**src/rtl/alu_pkg.sv**
```systemverilog
// alu_pkg: opcode and mode encodings shared by the alu_pipe slice
package alu_pkg;
  typedef enum logic [1:0] {OP1, OP2, OP3, OP4} opcode_t;
  typedef enum logic {MODE_A, MODE_B} mode_t;
endpackage

```
**src/rtl/alu_pipe_if.sv**
```systemverilog
// alu_pipe_if: operation/result handshake, irq and counter bundle for alu_pipe
interface alu_pipe_if import alu_pkg::*; #(parameter int DATA_W = 8);
  logic alu_in_valid;
  logic alu_in_ready;
  mode_t alu_mode;
  opcode_t alu_op;
  logic [DATA_W-1:0] alu_in_a;
  logic [DATA_W-1:0] alu_in_b;
  logic alu_out_valid;
  logic alu_out_ready;
  logic [DATA_W-1:0] alu_out;
  logic alu_irq;
  logic alu_irq_clr;
  logic [15:0] alu_op_cnt;
  modport slave (
    input alu_in_valid, alu_mode, alu_op, alu_in_a, alu_in_b, alu_out_ready, alu_irq_clr,
    output alu_in_ready, alu_out_valid, alu_out, alu_irq, alu_op_cnt
  );
  modport master (
    output alu_in_valid, alu_mode, alu_op, alu_in_a, alu_in_b, alu_out_ready, alu_irq_clr,
    input alu_in_ready, alu_out_valid, alu_out, alu_irq, alu_op_cnt
  );
endinterface

```
**src/rtl/alu_pipe_core.sv**
```systemverilog
// alu_pipe_core: combinational decode of both op sets
module alu_pipe_core import alu_pkg::*; #(parameter int DATA_W = 8) (
  input mode_t mode,
  input opcode_t op,
  input logic [DATA_W-1:0] a,
  input logic [DATA_W-1:0] b,
  output logic [DATA_W-1:0] result
);
  logic [DATA_W-1:0] ra, rb;
  // set A is pure logic, set B adds xnor/or-not and a carry-dropping add
  always_comb begin
    ra = op == OP1 ? a & b : op == OP2 ? a & ~b : op == OP3 ? a | b : a ^ b;
    rb = op == OP1 ? ~(a ^ b) : op == OP2 ? a & b : op == OP3 ? a | ~b : a + b;
    result = mode == MODE_B ? rb : ra;
  end
endmodule

```
**src/rtl/alu_pipe.sv**
```systemverilog
// alu_pipe: 2-stage valid/ready ALU with sticky match irq; ALU_PIPE_OPCNT_EN adds a saturating op counter
module alu_pipe import alu_pkg::*; #(
  parameter int DATA_W = 8,
  parameter logic [DATA_W-1:0] IRQ_MATCH = {DATA_W{1'b1}}
) (
  input logic alu_clk,
  input logic alu_rst,
  alu_pipe_if.slave bus
);
  logic rdy_en, s1_v, s2_v, s1_adv, s2_take, accept, irq;
  mode_t s1_mode;
  opcode_t s1_op;
  logic [DATA_W-1:0] s1_a, s1_b, s2_d, res;
  assign s2_take = s2_v & bus.alu_out_ready;
  assign s1_adv = s1_v & (!s2_v | s2_take);
  assign bus.alu_in_ready = rdy_en & (!s1_v | s1_adv);
  assign accept = bus.alu_in_valid & bus.alu_in_ready;
  assign bus.alu_out_valid = s2_v;
  assign bus.alu_out = s2_v ? s2_d : '0;
  assign bus.alu_irq = irq;
  alu_pipe_core #(.DATA_W(DATA_W)) u_core (
    .mode(s1_mode),
    .op(s1_op),
    .a(s1_a),
    .b(s1_b),
    .result(res)
  );
  // ready is held low through reset and rises on the first edge after release
  always_ff @(posedge alu_clk or posedge alu_rst)
    if (alu_rst) rdy_en <= 1'b0;
    else rdy_en <= 1'b1;
  // S1 captures the offered operation; it empties when it advances without a refill
  always_ff @(posedge alu_clk or posedge alu_rst)
    if (alu_rst) begin
      s1_v <= 1'b0;
      s1_mode <= MODE_A;
      s1_op <= OP1;
      s1_a <= '0;
      s1_b <= '0;
    end else begin
      s1_v <= accept | (s1_v & !s1_adv);
      if (accept) begin
        s1_mode <= bus.alu_mode;
        s1_op <= bus.alu_op;
        s1_a <= bus.alu_in_a;
        s1_b <= bus.alu_in_b;
      end
    end
  // S2 holds the result until the consumer takes it
  always_ff @(posedge alu_clk or posedge alu_rst)
    if (alu_rst) begin
      s2_v <= 1'b0;
      s2_d <= '0;
    end else begin
      s2_v <= s1_adv | (s2_v & !s2_take);
      if (s1_adv) s2_d <= res;
    end
  // a matching result entering S2 sets the irq and beats a simultaneous clear
  always_ff @(posedge alu_clk or posedge alu_rst)
    if (alu_rst) irq <= 1'b0;
    else irq <= (s1_adv && res == IRQ_MATCH) | (irq & !bus.alu_irq_clr);
`ifdef ALU_PIPE_OPCNT_EN
  logic [15:0] cnt;
  // count output handshakes, sticking at all ones
  always_ff @(posedge alu_clk or posedge alu_rst)
    if (alu_rst) cnt <= '0;
    else if (s2_take && cnt != 16'hFFFF) cnt <= cnt + 16'd1;
  assign bus.alu_op_cnt = cnt;
`else
  assign bus.alu_op_cnt = '0;
`endif
endmodule

```
**src/flat_wrapper.sv**
```systemverilog
// flat-port wrapper written by rule: the top's interface ports become plain ports
module alu_pipe_flat import alu_pkg::*;
#(
  parameter int DATA_W = 8,
  parameter logic [DATA_W-1:0] IRQ_MATCH = {DATA_W{1'b1}}
)
  (alu_clk, alu_rst, bus_alu_in_valid, bus_alu_mode, bus_alu_op, bus_alu_in_a, bus_alu_in_b, bus_alu_out_ready, bus_alu_irq_clr, bus_alu_in_ready, bus_alu_out_valid, bus_alu_out, bus_alu_irq, bus_alu_op_cnt);
  alu_pipe_if #(.DATA_W(DATA_W)) bus_i ();
  input logic alu_clk;
  input logic alu_rst;
  input wire logic [$bits(bus_i.alu_in_valid)-1:0] bus_alu_in_valid;
  input wire logic [$bits(bus_i.alu_mode)-1:0] bus_alu_mode;
  input wire logic [$bits(bus_i.alu_op)-1:0] bus_alu_op;
  input wire logic [$bits(bus_i.alu_in_a)-1:0] bus_alu_in_a;
  input wire logic [$bits(bus_i.alu_in_b)-1:0] bus_alu_in_b;
  input wire logic [$bits(bus_i.alu_out_ready)-1:0] bus_alu_out_ready;
  input wire logic [$bits(bus_i.alu_irq_clr)-1:0] bus_alu_irq_clr;
  output wire logic [$bits(bus_i.alu_in_ready)-1:0] bus_alu_in_ready;
  output wire logic [$bits(bus_i.alu_out_valid)-1:0] bus_alu_out_valid;
  output wire logic [$bits(bus_i.alu_out)-1:0] bus_alu_out;
  output wire logic [$bits(bus_i.alu_irq)-1:0] bus_alu_irq;
  output wire logic [$bits(bus_i.alu_op_cnt)-1:0] bus_alu_op_cnt;
  assign bus_i.alu_in_valid = bus_alu_in_valid;
  assign bus_i.alu_mode = bus_alu_mode;
  assign bus_i.alu_op = bus_alu_op;
  assign bus_i.alu_in_a = bus_alu_in_a;
  assign bus_i.alu_in_b = bus_alu_in_b;
  assign bus_i.alu_out_ready = bus_alu_out_ready;
  assign bus_i.alu_irq_clr = bus_alu_irq_clr;
  assign bus_alu_in_ready = bus_i.alu_in_ready;
  assign bus_alu_out_valid = bus_i.alu_out_valid;
  assign bus_alu_out = bus_i.alu_out;
  assign bus_alu_irq = bus_i.alu_irq;
  assign bus_alu_op_cnt = bus_i.alu_op_cnt;
  alu_pipe #(.DATA_W(DATA_W), .IRQ_MATCH(IRQ_MATCH)) u_core (.alu_clk(alu_clk), .alu_rst(alu_rst), .bus(bus_i));
endmodule
```
**config.mk**
```make
export PLATFORM = sky130hd
export DESIGN_NAME = alu_pipe_flat
export DESIGN_NICKNAME = d
export VERILOG_FILES = /design/src/rtl/alu_pkg.sv /design/src/rtl/alu_pipe_if.sv /design/src/rtl/alu_pipe_core.sv /design/src/rtl/alu_pipe.sv /design/src/flat_wrapper.sv
export SDC_FILE = /design/constraint.sdc
export NUM_CORES = 1
export LEC_CHECK = 0
export ABC_CLOCK_PERIOD_IN_PS = 3000
export BUFFER_PORTS_ARGS = -buffer_cell sky130_fd_sc_hd__buf_2
export CORE_MARGIN = 2
export CORE_UTILIZATION = 45
export CTS_CLUSTER_SIZE = 30
export DETAILED_ROUTE_END_ITERATION = 10
export GPL_TIMING_DRIVEN = 0
export PLACE_DENSITY_LB_ADDON = 0.1
export SYNTH_ARGS = -nofsm -noshare
export SYNTH_HDL_FRONTEND = slang
export SYNTH_SLANG_ARGS = --single-unit
export TNS_END_PERCENT = 1
```
**constraint.sdc**
```tcl
create_clock -name alu_clk -period 3 [get_ports alu_clk]
set_input_delay 0.45 -clock alu_clk [delete_from_list [all_inputs] [get_ports alu_clk]]
set_output_delay 0.45 -clock alu_clk [all_outputs]
set_load 0.02 [all_outputs]
```
Word-level counts from Yosys, hierarchy flattened
Index checks and enable logic that the tools add are counted.

storage, ports and cells
  register bits = 31
  bits of input ports = 24
  output and inout port bits = 27
  word-level logic and storage cells = 47

cells by class
  mux-type cells = 8
  reduce and logical (&&, ||, !) cells = 7
  equality and inequality tests = 3
  add/subtract/negate cells = 1
  bitwise operators = 19

operators with widths
  kind                                                              count
  8-bit two-way mux                                                 8
  8-bit bitwise AND                                                 2
  8-bit inverter                                                    2
  8-bit OR                                                          2
  8-bit adder                                                       1
  8-bit == test (second input constant)                             1
  8-bit bitwise XOR                                                 1
  1-bit bitwise AND                                                 7
  1-bit zero test                                                   5
  1-bit OR                                                          5
  2-bit by 1-bit == test with 1-bit output (second input constant)  1
  2-bit == test (second input constant)                             1
  2-bit zero test                                                   1
  1-bit logical AND                                                 1

Logic depth before layout (Yosys ltp)
Gate-level depths: netlist of run 1.

  depth in word-level cells = 9
  mapped depth = 8
  mapped depth without buffers = 8

By module
A second synthesis of run 1 with hierarchy kept.

unflattened totals
  cell total of the unflattened synthesis = 260
  area, all modules = 2726.4 um^2

modules (own cells, without submodules)
  module         sequential area each (um^2)  instances  cells each  area each (um^2)
  alu_pipe       775.7                        1          100         1427.6
  alu_pipe_core  0.0                          1          160         1298.7

Worst setup path after synthesis of run 1
Ideal clock, no wire load.

  kind = register to register
  start point = reg u_core.s1_b[0]
  end point = reg u_core.irq, in the netlist u_core.bus.alu_irq
  period minus slack after synthesis = 2225 ps
  data required time = 2904 ps
  buffers on the path = 0
  setup time = 96 ps
  setup slack = 775 ps
  cell stages (with the launch flop) = 9
  arrival time = 2129 ps
  cells stage by stage = dfrtp_1 ha_1 fa_1 mux4_1 inv_1 mux2_2 nor4_2 nand2_1 o32ai_2

on the way
  word-level cells in the longest chain between the ends = 9
  elaborated cells between the ends (all ways) = 18
  those cells by class = add/sub (1); eq/ne (1); mux (7); bitwise (8); reduce/logical (1)

RTL lines
  item                                                 RTL line             text
  start, declared                                      alu_pipe.sv:13       logic [DATA_W-1:0] s1_a, s1_b, s2_d, res;
  start signal, assigned                               alu_pipe.sv:46       s1_b <= bus.alu_in_b;
  branches (longest 5 deep; another with 8-bit adder)  --
  8-bit two-way mux *                                  alu_pipe_core.sv:14  result = mode == MODE_B ? rb : ra;
  8-bit == test *                                      alu_pipe.sv:61       else irq <= (s1_adv && res == IRQ_MATCH) | (irq & !bus.alu_irq_clr);
  1-bit logical AND *                                  alu_pipe.sv:61
  1-bit OR *                                           alu_pipe.sv:61
  end signal, assigned                                 alu_pipe.sv:61
  end, declared                                        alu_pipe.sv:10       logic rdy_en, s1_v, s2_v, s1_adv, s2_take, accept, irq;

Every way passes the cells marked *.
A chain may end at the register's enable or synchronous reset.

Final worst setup path of run 1
Same ends and word-level chain as after synthesis.

==> results.txt, run 1 <==
Outcome -> completed
Power Dens Cells -> 562 nW/um^2
Worst Slack Setup Final -> 601 ps
Via Count -> 1,877
Post-CTS sizing -> 0
Distinct cells, synth -> 44
Post-Syn Instances -> 251
Dominant synthesized flop cell -> dfrtp_1
Starting Density -> 0.464
Final #Nets -> 365
Seq cells post-synth -> 31
Period Utilization, post-route -> 0.800
Cts bufs inserted -> 5
CTS H-tree lvls -> 2
Max IR drop VDD -> 0.243 mV
Max-slew headroom -> 0.539
DRC -> 0
Max Root-Sink Buffers -> 2
Max FO, Critical Path -> 4
GP Congestion -> 0.812
Fill cell count -> 532
Total GRT Usage -> 0.162
Max Cap Viol -> 0
Critical Path Sink Type -> flip-flop
Cell-internal power -> 1.03 mW
Width of the die -> 79.1 um
Register area share after synthesis -> 0.305
CTS Hold Bufs -> 0
Post-route ant nets -> 0
Number of synthesized flops with an enable pin -> 0
Area Growth Syn to Fin -> 16.4%
Syn avg cell area -> 10.1 um^2
Final wirelength -> 4.81 mm
Min-delay worst type -> input pin to async pin
Total die area -> 6260 um^2
CTS root buf -> clkbuf_8
Clock insertion delay at the later pin of the skew report -> 280 ps
Dpl ws -> 609 ps
Sw Ratio -> 0.380
Slew @ Worst Pin -> 691 ps
Setup CP Type -> flip-flop to flip-flop
DR WL/cell -> 12.7 um
Startpoint Class -> flip-flop
Post-route minimum period -> 2400 ps
First-pass GRT wire length -> 8.04 mm
DR vias/cell -> 4.95
Final Power -> 1.66 mW
Post-CTS setup buffer count -> 0
Placed cell count -> 372
Sequential share of power -> 0.349
Share of cells above drive strength 1 -> 0.316
CP arrival -> 2580 ps
Largest net degree at the start of global routing -> 32
DRT iter0 DRCs -> 58
DP HPWL -> 3.71 mm
Sinks on Clock Net -> 31
Post-Route Setup TNS -> 0 ps
Leakage -> 1.47 nW
Pins Over Slew Limit -> 0
Initial antenna violation count -> 0
Clk pwr share -> 0.179
Max Freq -> 0.417 GHz
Fin Clk Skew -> 4.72 ps
Std-Cell Rows -> 27
Via count of the first global-routing pass -> 1,691
Cell area after synthesis -> 2540 um^2
Final-report setup violation count -> 0
Initial DRT Pass Iterations -> 4
Total grt overflow -> 0
Post-synth ARST share -> 1.00
Syn. warnings -> 0
Clk slew on worst S/H paths -> 60 ps
CP required -> 3180 ps
Final Hold Vio Count -> 0
Antenna Diode Count -> 0
I/O Pins -> 51
RSZ-0062 raised after global routing -> false
Comb pwr share -> 0.471
DIE HEIGHT -> 79.1 um
Core Region -> 5470 um^2
Non-filler cells, final -> 379
CTS tree -> done
Switch Pwr -> 0.631 mW
IO Port Bufs -> 34
-- layer usage --
layer,routed length [um],up-vias,GRT usage
met1,2270,878,0.224
met5,0,-,0
met2,2210,48,0.261
li1,-,942,-
met3,252,9,0.0250
met4,74,0,0.0483
-- flip-flops by register name, summed over array words and instances, names as in the netlist --
name and flops:
u_core.s1_v 1, u_core.s1_mode 1, u_core.s2_d 8, u_core.s1_op 2, u_core.bus.alu_out_valid 1, u_core.s1_a 8, u_core.rdy_en 1, u_core.bus.alu_irq 1
u_core.s1_b 8
-- worst paths after layout --
check	slack, ps	from	endpoint	cells past startpoint
worst min register to register	470	u_core.s2_d[6]	u_core.s2_d[6]	2
worst max register to register	600	u_core.s1_b[0]	u_core.bus.alu_irq	8
max in group asynchronous	2390	alu_rst	u_core.s1_a[1]	3
worst max-delay path	600	u_core.s1_b[0]	u_core.bus.alu_irq	8
worst min-delay path	170	alu_rst	u_core.s1_b[5]	2
min in group alu_clk	380	bus_alu_irq_clr	u_core.bus.alu_irq	2
-- power groups by stage --
stage               Clock [mW]  Sequential, mW  Combinational (mW)
detailed placement           0           0.591               0.781
global route             0.329           0.596               0.874
CTS                      0.312           0.582               0.784
finish                   0.298           0.580               0.783
global placement             0           0.587               0.771
floorplan                    0           0.573               0.617
-- synth_stat cells, drive strengths merged (3+ instances only) --
| library cell | instances | area, um^2 |
|---|---|---|
| ha | 32 | 400 |
| dfrtp | 31 | 776 |
| inv | 27 | 104 |
| mux2 | 27 | 304 |
| buf | 21 | 151 |
| nand2 | 17 | 63.8 |
| o21ai | 14 | 70.1 |
| a21oi | 9 | 45.0 |
| and2 | 9 | 56.3 |
| mux4 | 7 | 161 |
| clkbuf | 6 | 22.5 |
| a211oi | 5 | 37.5 |
| nor2 | 4 | 15.0 |
| o211ai | 4 | 30.0 |
| nand3 | 3 | 15.0 |
| nand3b | 3 | 22.5 |
-- final cells by class --
class | count | area, um^2 | area share
clock buffer | 6 | 72.6 | 0.0245
sequential | 31 | 776 | 0.262
tap | 72 | 90.1 | 0.0305
buffer | 27 | 174 | 0.0588
inverter | 27 | 104 | 0.0351
timing repair buffer | 35 | 198 | 0.0668
multi-input combinational | 181 | 1540 | 0.522
-- cells by family after synthesis --
family,share of synthesized area
buf+inv,0.109
simple gates,0.101
compound gates,0.115
mux,0.191
fa+ha+maj,0.165
flops,0.305
xor+xnor,0.0103
other cells,0.00296
-- critical path, cell delays in order (launching register included) --
cell     delay (ps)
dfrtp_1         410
ha_1            270
fa_1            430
a21oi_1         200
o21ai_0         130
a21oi_1         200
xor2_1           90
a211o_1         340
o32ai_2         260
-- per-stage QoR --
| step | instance area, um^2 | utilization | hold WS, ps |
|---|---|---|---|
| after floorplan | 2600 | - | 438 |
| after global placement | 2860 | 0.522 | 454 |
| after detailed placement | 2860 | 0.522 | 459 |
| after CTS | 2930 | 0.535 | 380 |
| after global routing | 2960 | 0.540 | 214 |
| final | 2960 | 0.540 | 171 |
-- cells in the final DEF, fill, tap and decap left out, types with 2 or more instances in the layout --
| cell type | synthesis | routed |
|---|---|---|
| a211o_1 | 2 | 2 |
| a211oi_1 | 5 | 5 |
| a21o_1 | 2 | 2 |
| a21oi_1 | 9 | 9 |
| and2_1 | 9 | 9 |
| buf_2 | 4 | 38 |
| buf_4 | 16 | 16 |
| clkbuf_1 | 6 | 7 |
| clkbuf_8 | 0 | 5 |
| conb_1 | 2 | 17 |
| dfrtp_1 | 31 | 31 |
| ha_1 | 32 | 32 |
| inv_1 | 26 | 25 |
| mux2_2 | 27 | 27 |
| mux2i_1 | 2 | 2 |
| mux4_2 | 6 | 6 |
| nand2_1 | 17 | 17 |
| nand2b_1 | 2 | 2 |
| nand3_1 | 3 | 3 |
| nand3b_1 | 3 | 3 |
| nor2_1 | 4 | 4 |
| nor4bb_1 | 2 | 2 |
| o211ai_1 | 4 | 4 |
| o21ai_0 | 14 | 14 |
| o22ai_1 | 2 | 2 |
| xor2_1 | 2 | 2 |
No activity file was read; power rests on OpenSTA's default activity.
==> inputs of run 2 (changes only) <==
ABC_CLOCK_PERIOD_IN_PS = 2400   (was 3000)
clock period = 2.4 ns   (was 3 ns; I/O delays follow)
==> run 2 against run 1 <==
  * Critical path type unchanged
  * Power rose by 28%
  * Worst hold slack got worse by 88 ps
  * Register-to-register slack got worse by 490 ps
  * Via count rose by 1.0%
  * Largest power group unchanged
  * Sequential share of layout area fell by 0.44 points
  * Die area did not move
  * Sequential cell count did not move
==> results.txt, run 2 (synthesized netlist as in run 1, its figures left out) <==
Outcome -> completed
Most frequent cells in the layout -> 38 x buf_2, 31 x ha_1, 30 x dfrtp_1
Final Power -> 2.12 mW (+28%)
Total grt overflow -> 0 (unchanged)
CP required -> 2580 ps (-600 ps)
Largest net degree at the start of global routing -> 32 (unchanged)
Final wirelength -> 4.87 mm (+1.1%)
Crit path max-delay family -> adder cells
DIE HEIGHT -> 79.1 um (unchanged)
Post-route ant nets -> 0 (unchanged)
Commonest non-fill, non-tap cell in the layout -> buf_2
Non-filler cells, final -> 382 (+0.79%)
Worst r2r src -> u_core.s1_a[0]
Final-report setup violation count -> 0 (unchanged)
CP bufs+invs -> 1 (+1)
Max Freq -> 0.436 GHz (+4.7%)
Slew @ Worst Pin -> 687 ps (-4.37 ps)
Startpoint Class -> flip-flop
Crit Reg-Reg Endpoint -> u_core.bus.alu_irq
Share of cells above drive strength 1 -> 0.339 (+0.0227)
DP HPWL -> 3.71 mm (unchanged)
GP Congestion -> 0.812 (unchanged)
IO Port Bufs -> 34 (unchanged)
Final Hold Vio Count -> 0 (unchanged)
First-pass GRT wire length -> 8.07 mm (+0.35%)
Std-Cell Rows -> 27 (unchanged)
Initial DRT Pass Iterations -> 4 (unchanged)
Clock insertion delay at the later pin of the skew report -> 270 ps (about the same)
Via count of the first global-routing pass -> 1,698 (+0.41%)
Post-route minimum period -> 2290 ps (-107 ps)
Fin Clk Skew -> 4.73 ps (+0.0132 ps)
Max-slew headroom -> 0.542 (+0.00292)
Worst path slowest cell -> fa_2
Final #Nets -> 368 (+0.82%)
CTS H-tree lvls -> 2 (unchanged)
DR vias/cell -> 4.96 (+0.22%)
Top flop regs -> u_core.s1_a (8), u_core.s1_b (8), u_core.s2_d (8)
FF-to-FF path depth -> 8 (unchanged)
Cell chain of the critical path -> ha_4 > fa_2 > mux4_1 > inv_1 > mux2_2 > nor4_4 > nand2_1 > o32ai_2
Leakage -> 1.49 nW (+1.0%)
Max FO, Critical Path -> 4 (unchanged)
Total die area -> 6260 um^2 (unchanged)
CTS root buf -> clkbuf_8
Sinks on Clock Net -> 31 (unchanged)
Max Cap Viol -> 0 (unchanged)
Power Dens Cells -> 704 nW/um^2 (+25%)
Pins Over Slew Limit -> 0 (unchanged)
CP arrival -> 2470 ps (-110 ps)
Placed cell count -> 372 (unchanged)
Max Root-Sink Buffers -> 2 (unchanged)
Setup CP Type -> flip-flop to flip-flop
Via Count -> 1,896 (+1.0%)
DRC -> 0 (unchanged)
Period Utilization, post-route -> 0.955 (+0.155)
Min-delay worst type -> input pin to async pin
DR WL/cell -> 12.7 um (+0.33%)
Max IR drop VDD -> 0.314 mV (+29%)
DRT iter0 DRCs -> 54 (-6.9%)
Core Region -> 5470 um^2 (unchanged)
Cts bufs inserted -> 5 (unchanged)
Area Growth Syn to Fin -> 18.6%
Width of the die -> 79.1 um (unchanged)
Total GRT Usage -> 0.162 (+0.000484)
Antenna Diode Count -> 0 (unchanged)
Initial antenna violation count -> 0 (unchanged)
Critical Path Sink Type -> flip-flop
Clk slew on worst S/H paths -> 60 ps (about the same)
Setup crit start -> u_core.s1_a[0]
I/O Pins -> 51 (unchanged)
R2R Setup Slk -> 110 ps (-490 ps)
Starting Density -> 0.464 (unchanged)
Hold WS -> 83.5 ps (-87.5 ps)
Slowest Stage Delay on Critical Path -> 510 ps (+80 ps)
CTS tree -> done
==> run 2: through the flow <==
| step | area (um^2) | utilization | setup TNS, ps | setup WS [ps] |
|---|---|---|---|---|
| 5_1_grt | 3010 | 0.551 | -6.28 | -6.28 |
| 6_report | 3010 | 0.551 | 0 | 108 |
| 4_1_cts | 2940 | 0.537 | 0 | 49.6 |
| 3_3_place_gp | 2860 | 0.522 | 0 | 10.1 |
| 3_5_place_dp | 2860 | 0.522 | 0 | 8.90 |
| 2_1_floorplan | 2600 | - | 0 | 175 |
==> run 2: final cells by class <==
type                       instances  area (um^2)
timing repair buffer              38          220
inverter                          27          104
sequential                        31          777
clock buffer                       6         72.6
fill                             530         2460
buffer                            27          174
multi-input combinational        181         1580
tap                               72         90.1
==> run 2: timing repair <==
item	in CTS	in global routing
resized for setup	2	5
endpoints found under the setup margin	1	1
gates cloned	0	0
buffers inserted	0	3
hold buffers	0	0
pin swaps	0	2
==> run 2: worst max path at each step <==
stage | end | slack [ps] | cells past startpoint
finish | u_core.bus.alu_irq | 110 | 8
global route | u_core.bus.alu_irq | -6 | 8
CTS | u_core.bus.alu_irq | 50 | 8
detailed placement | u_core.bus.alu_irq | 9 | 8
global placement | u_core.bus.alu_irq | 10 | 8
floorplan | u_core.bus.alu_irq | 180 | 8
==> run 2: layer usage <==
layer,vias to the layer above,routed length [um],global-route usage
met1,887,2320,0.224
met4,0,74,0.0483
li1,951,-,-
met3,9,224,0.0250
met2,49,2250,0.263
met5,-,0,0
==> run 2: report_power, final <==
group          internal (mW)  leakage, nW  total (mW)  switching [mW]
Clock                  0.193       0.0371       0.372           0.179
Combinational          0.475         1.08        1.02           0.545
Sequential             0.640        0.371       0.729          0.0890
==> inputs of run 3 (changes only) <==
SYNTH_HIERARCHICAL = 1   (was unset)
==> run 3 against run 2 <==
  * Synthesized area rose by 7.3%
  * Register-to-register slack lost 40 ps
  * Via count up 3.3%
  * Non-clock buffer count decreased by 1
  * Largest power group unchanged
  * First-iteration DRC count is 39% higher
  * Die area is 6.9% higher
  * Sequential share of layout area decreased by 1.9 points
==> results.txt, run 3 <==
Outcome -> completed
Commonest non-fill, non-tap cell in the layout -> buf_2
Post-Syn Instances -> 260 (+3.6%)
Max Cap Viol -> 0 (unchanged)
IO Port Bufs -> 34 (unchanged)
Std-Cell Rows -> 28 (+3.7%)
Cell taking the most area after synthesis -> dfrtp_1
Clk slew on worst S/H paths -> 60 ps (about the same)
CP arrival -> 2510 ps (+40 ps)
Antenna Diode Count -> 0 (unchanged)
DR vias/cell -> 4.94 (-0.38%)
GP Congestion -> 0.853 (+5.1%)
Final Hold Vio Count -> 0 (unchanged)
I/O Pins -> 51 (unchanged)
Initial DRT Pass Iterations -> 4 (unchanged)
Commonest cells post-synth -> 32 x ha_1, 31 x dfrtp_1, 31 x inv_1
Synth top area share -> 0.285 (-0.0207)
CTS Hold Bufs -> 0 (unchanged)
First-pass GRT wire length -> 8.43 mm (+4.5%)
DRC -> 0 (unchanged)
Initial antenna violation count -> 0 (unchanged)
Largest net degree at the start of global routing -> 32 (unchanged)
Area Growth Syn to Fin -> 19.1%
Register area share after synthesis -> 0.285 (-0.0207)
Total GRT Usage -> 0.167 (+0.00526)
Fill cell count -> 541 (+2.1%)
Max FO, Critical Path -> 2 (-2)
Top flop regs -> u_core/s1_a (8), u_core/s1_b (8), u_core/s2_d (8)
Syn. warnings -> 6 (+6)
Final Power -> 2.39 mW (+13%)
Total grt overflow -> 0 (unchanged)
Area contributors post-synth -> dfrtp_1 28%, ha_1 15%, mux2_2 7.0%
Most frequent cells in the layout -> 36 x buf_2, 31 x dfrtp_1, 29 x inv_1
Sinks on Clock Net -> 31 (unchanged)
Starting Density -> 0.463 (-0.00111)
Final-report setup violation count -> 0 (unchanged)
CTS H-tree lvls -> 2 (unchanged)
Clock insertion delay at the later pin of the skew report -> 280 ps (about the same)
Via count of the first global-routing pass -> 1,795 (+5.7%)
Seq cells post-synth -> 31 (unchanged)
DIE HEIGHT -> 81.8 um (+3.4%)
Number of synthesized flops with an enable pin -> 0 (unchanged)
Period Utilization, post-route -> 0.972 (+0.0166)
Dominant synthesized flop cell -> dfrtp_1
Total die area -> 6700 um^2 (+6.9%)
Critical Path Sink Type -> flip-flop
DP HPWL -> 3.98 mm (+7.3%)
Post-Route Setup TNS -> 0 ps (unchanged)
Via Count -> 1,958 (+3.3%)
Distinct cells, synth -> 47 (+6.8%)
Final wirelength -> 5.25 mm (+7.8%)
RSZ-0062 raised after global routing -> true
Pins Over Slew Limit -> 0 (unchanged)
Max Root-Sink Buffers -> 2 (unchanged)
Startpoint Class -> flip-flop
Post-route minimum period -> 2330 ps (+40.0 ps)
Max-slew headroom -> 0.219 (-0.323)
Syn avg cell area -> 10.5 um^2 (+3.6%)
CTS tree -> done
Power Dens Cells -> 735 nW/um^2 (+4.5%)
Core Region -> 5890 um^2 (+7.5%)
Cell area after synthesis -> 2730 um^2 (+7.3%)
Max IR drop VDD -> 0.316 mV (+0.71%)
Cell with the most instances after synthesis -> ha_1
Fin Clk Skew -> 3.84 ps (-0.894 ps)
Max Freq -> 0.429 GHz (-1.7%)
Width of the die -> 81.8 um (+3.4%)
Cts bufs inserted -> 5 (unchanged)
Post-synth ARST share -> 1.00 (unchanged)
DRT iter0 DRCs -> 75 (+39%)
R2R Setup Slk -> 70 ps (-40 ps)
Final #Nets -> 378 (+2.7%)
Worst Slack Setup Final -> 67.7 ps (-40.0 ps)
Post-route ant nets -> 0 (unchanged)
Slew @ Worst Pin -> 1170 ps (+483 ps)
DR WL/cell -> 13.2 um (+4.0%)
Setup CP Type -> flip-flop to flip-flop
Leakage -> 1.62 nW (+8.8%)
CTS root buf -> clkbuf_8
Dpl ws -> -412 ps (-421 ps)
Placed cell count -> 384 (+3.2%)
Min-delay worst type -> input pin to flip-flop
Non-filler cells, final -> 396 (+3.7%)
Share of cells above drive strength 1 -> 0.417 (+0.0787)
CP required -> 2580 ps (about the same)
## run 3: timing repair
item | in CTS | in global routing
hold endpoints to repair | 0 | 0
gates resized for setup | 8 | 8
buffers inserted | 4 | 1
pin swaps | 7 | 5
endpoints found under the setup margin | 3 | 2
## run 3: final cells by class
type | count | area, um^2 | share of cell area
Timing Repair Buffer | 39 | 208 | 0.0639
Inverter | 31 | 116 | 0.0358
Clock buffer | 6 | 82.6 | 0.0254
Sequential cell | 31 | 776 | 0.239
Buffer | 25 | 228 | 0.0701
Multi-Input combinational cell | 188 | 1740 | 0.535
Clock inverter | 1 | 5.00 | 0.00154
Tap cell | 75 | 93.8 | 0.0289
## run 3: final timing paths
| kind | from | end | depth (start not counted) |
|---|---|---|---|
| max reg2reg | u_core/s1_b[0] | u_core/bus.alu_irq | 8 |
| max in group asynchronous | alu_rst | u_core/s1_b[4] | 2 |
| max | u_core/s1_b[0] | u_core/bus.alu_irq | 8 |
| min | bus_alu_irq_clr | u_core/bus.alu_irq | 2 |
| min reg2reg | u_core/s2_d[1] | u_core/s2_d[1] | 1 |
| min in group asynchronous | alu_rst | u_core/rdy_en | 2 |
## run 3: stage by stage
step | hold WS (ps) | cell area [um^2] | util
after detailed placement | 489 | 3050 | 0.518
after CTS | 252 | 3200 | 0.544
after floorplan | 455 | 2780 | -
final | 270 | 3250 | 0.552
after global placement | 463 | 3050 | 0.518
after global routing | 258 | 3250 | 0.552
## run 3: routing by layer
metal | wire length, um | global-route usage
met5 | 0 | 0
met4 | 58 | 0.0450
met3 | 224 | 0.0363
met2 | 2560 | 0.287
met1 | 2410 | 0.212
## run 3: kinds of logic (layout without fill, tap and decap cells)
logic type,after synthesis,in the layout,share of synthesized area
compound gates,43,43,0.102
xor+xnor,2,2,0.00643
fa+ha+maj,33,33,0.154
buf+inv,56,102,0.126
flops,31,31,0.285
mux,42,42,0.217
other cells,2,17,0.00275
simple gates,51,51,0.107
## run 3: power breakdown
part           internal (mW)  total (mW)  switching (mW)
combinational          0.614        1.24           0.625
sequential             0.649       0.742          0.0937
clock                  0.224       0.407           0.182
total                   1.49        2.39           0.901
## run 3: worst max-delay path, stage by stage, from the launching register on
cell     delay [ps]
dfrtp_1         390
ha_4            160
inv_1            50
fa_2            350
xor2_1          150
mux4_2          460
a21oi_1         280
nand3_1         120
o32ai_1         270
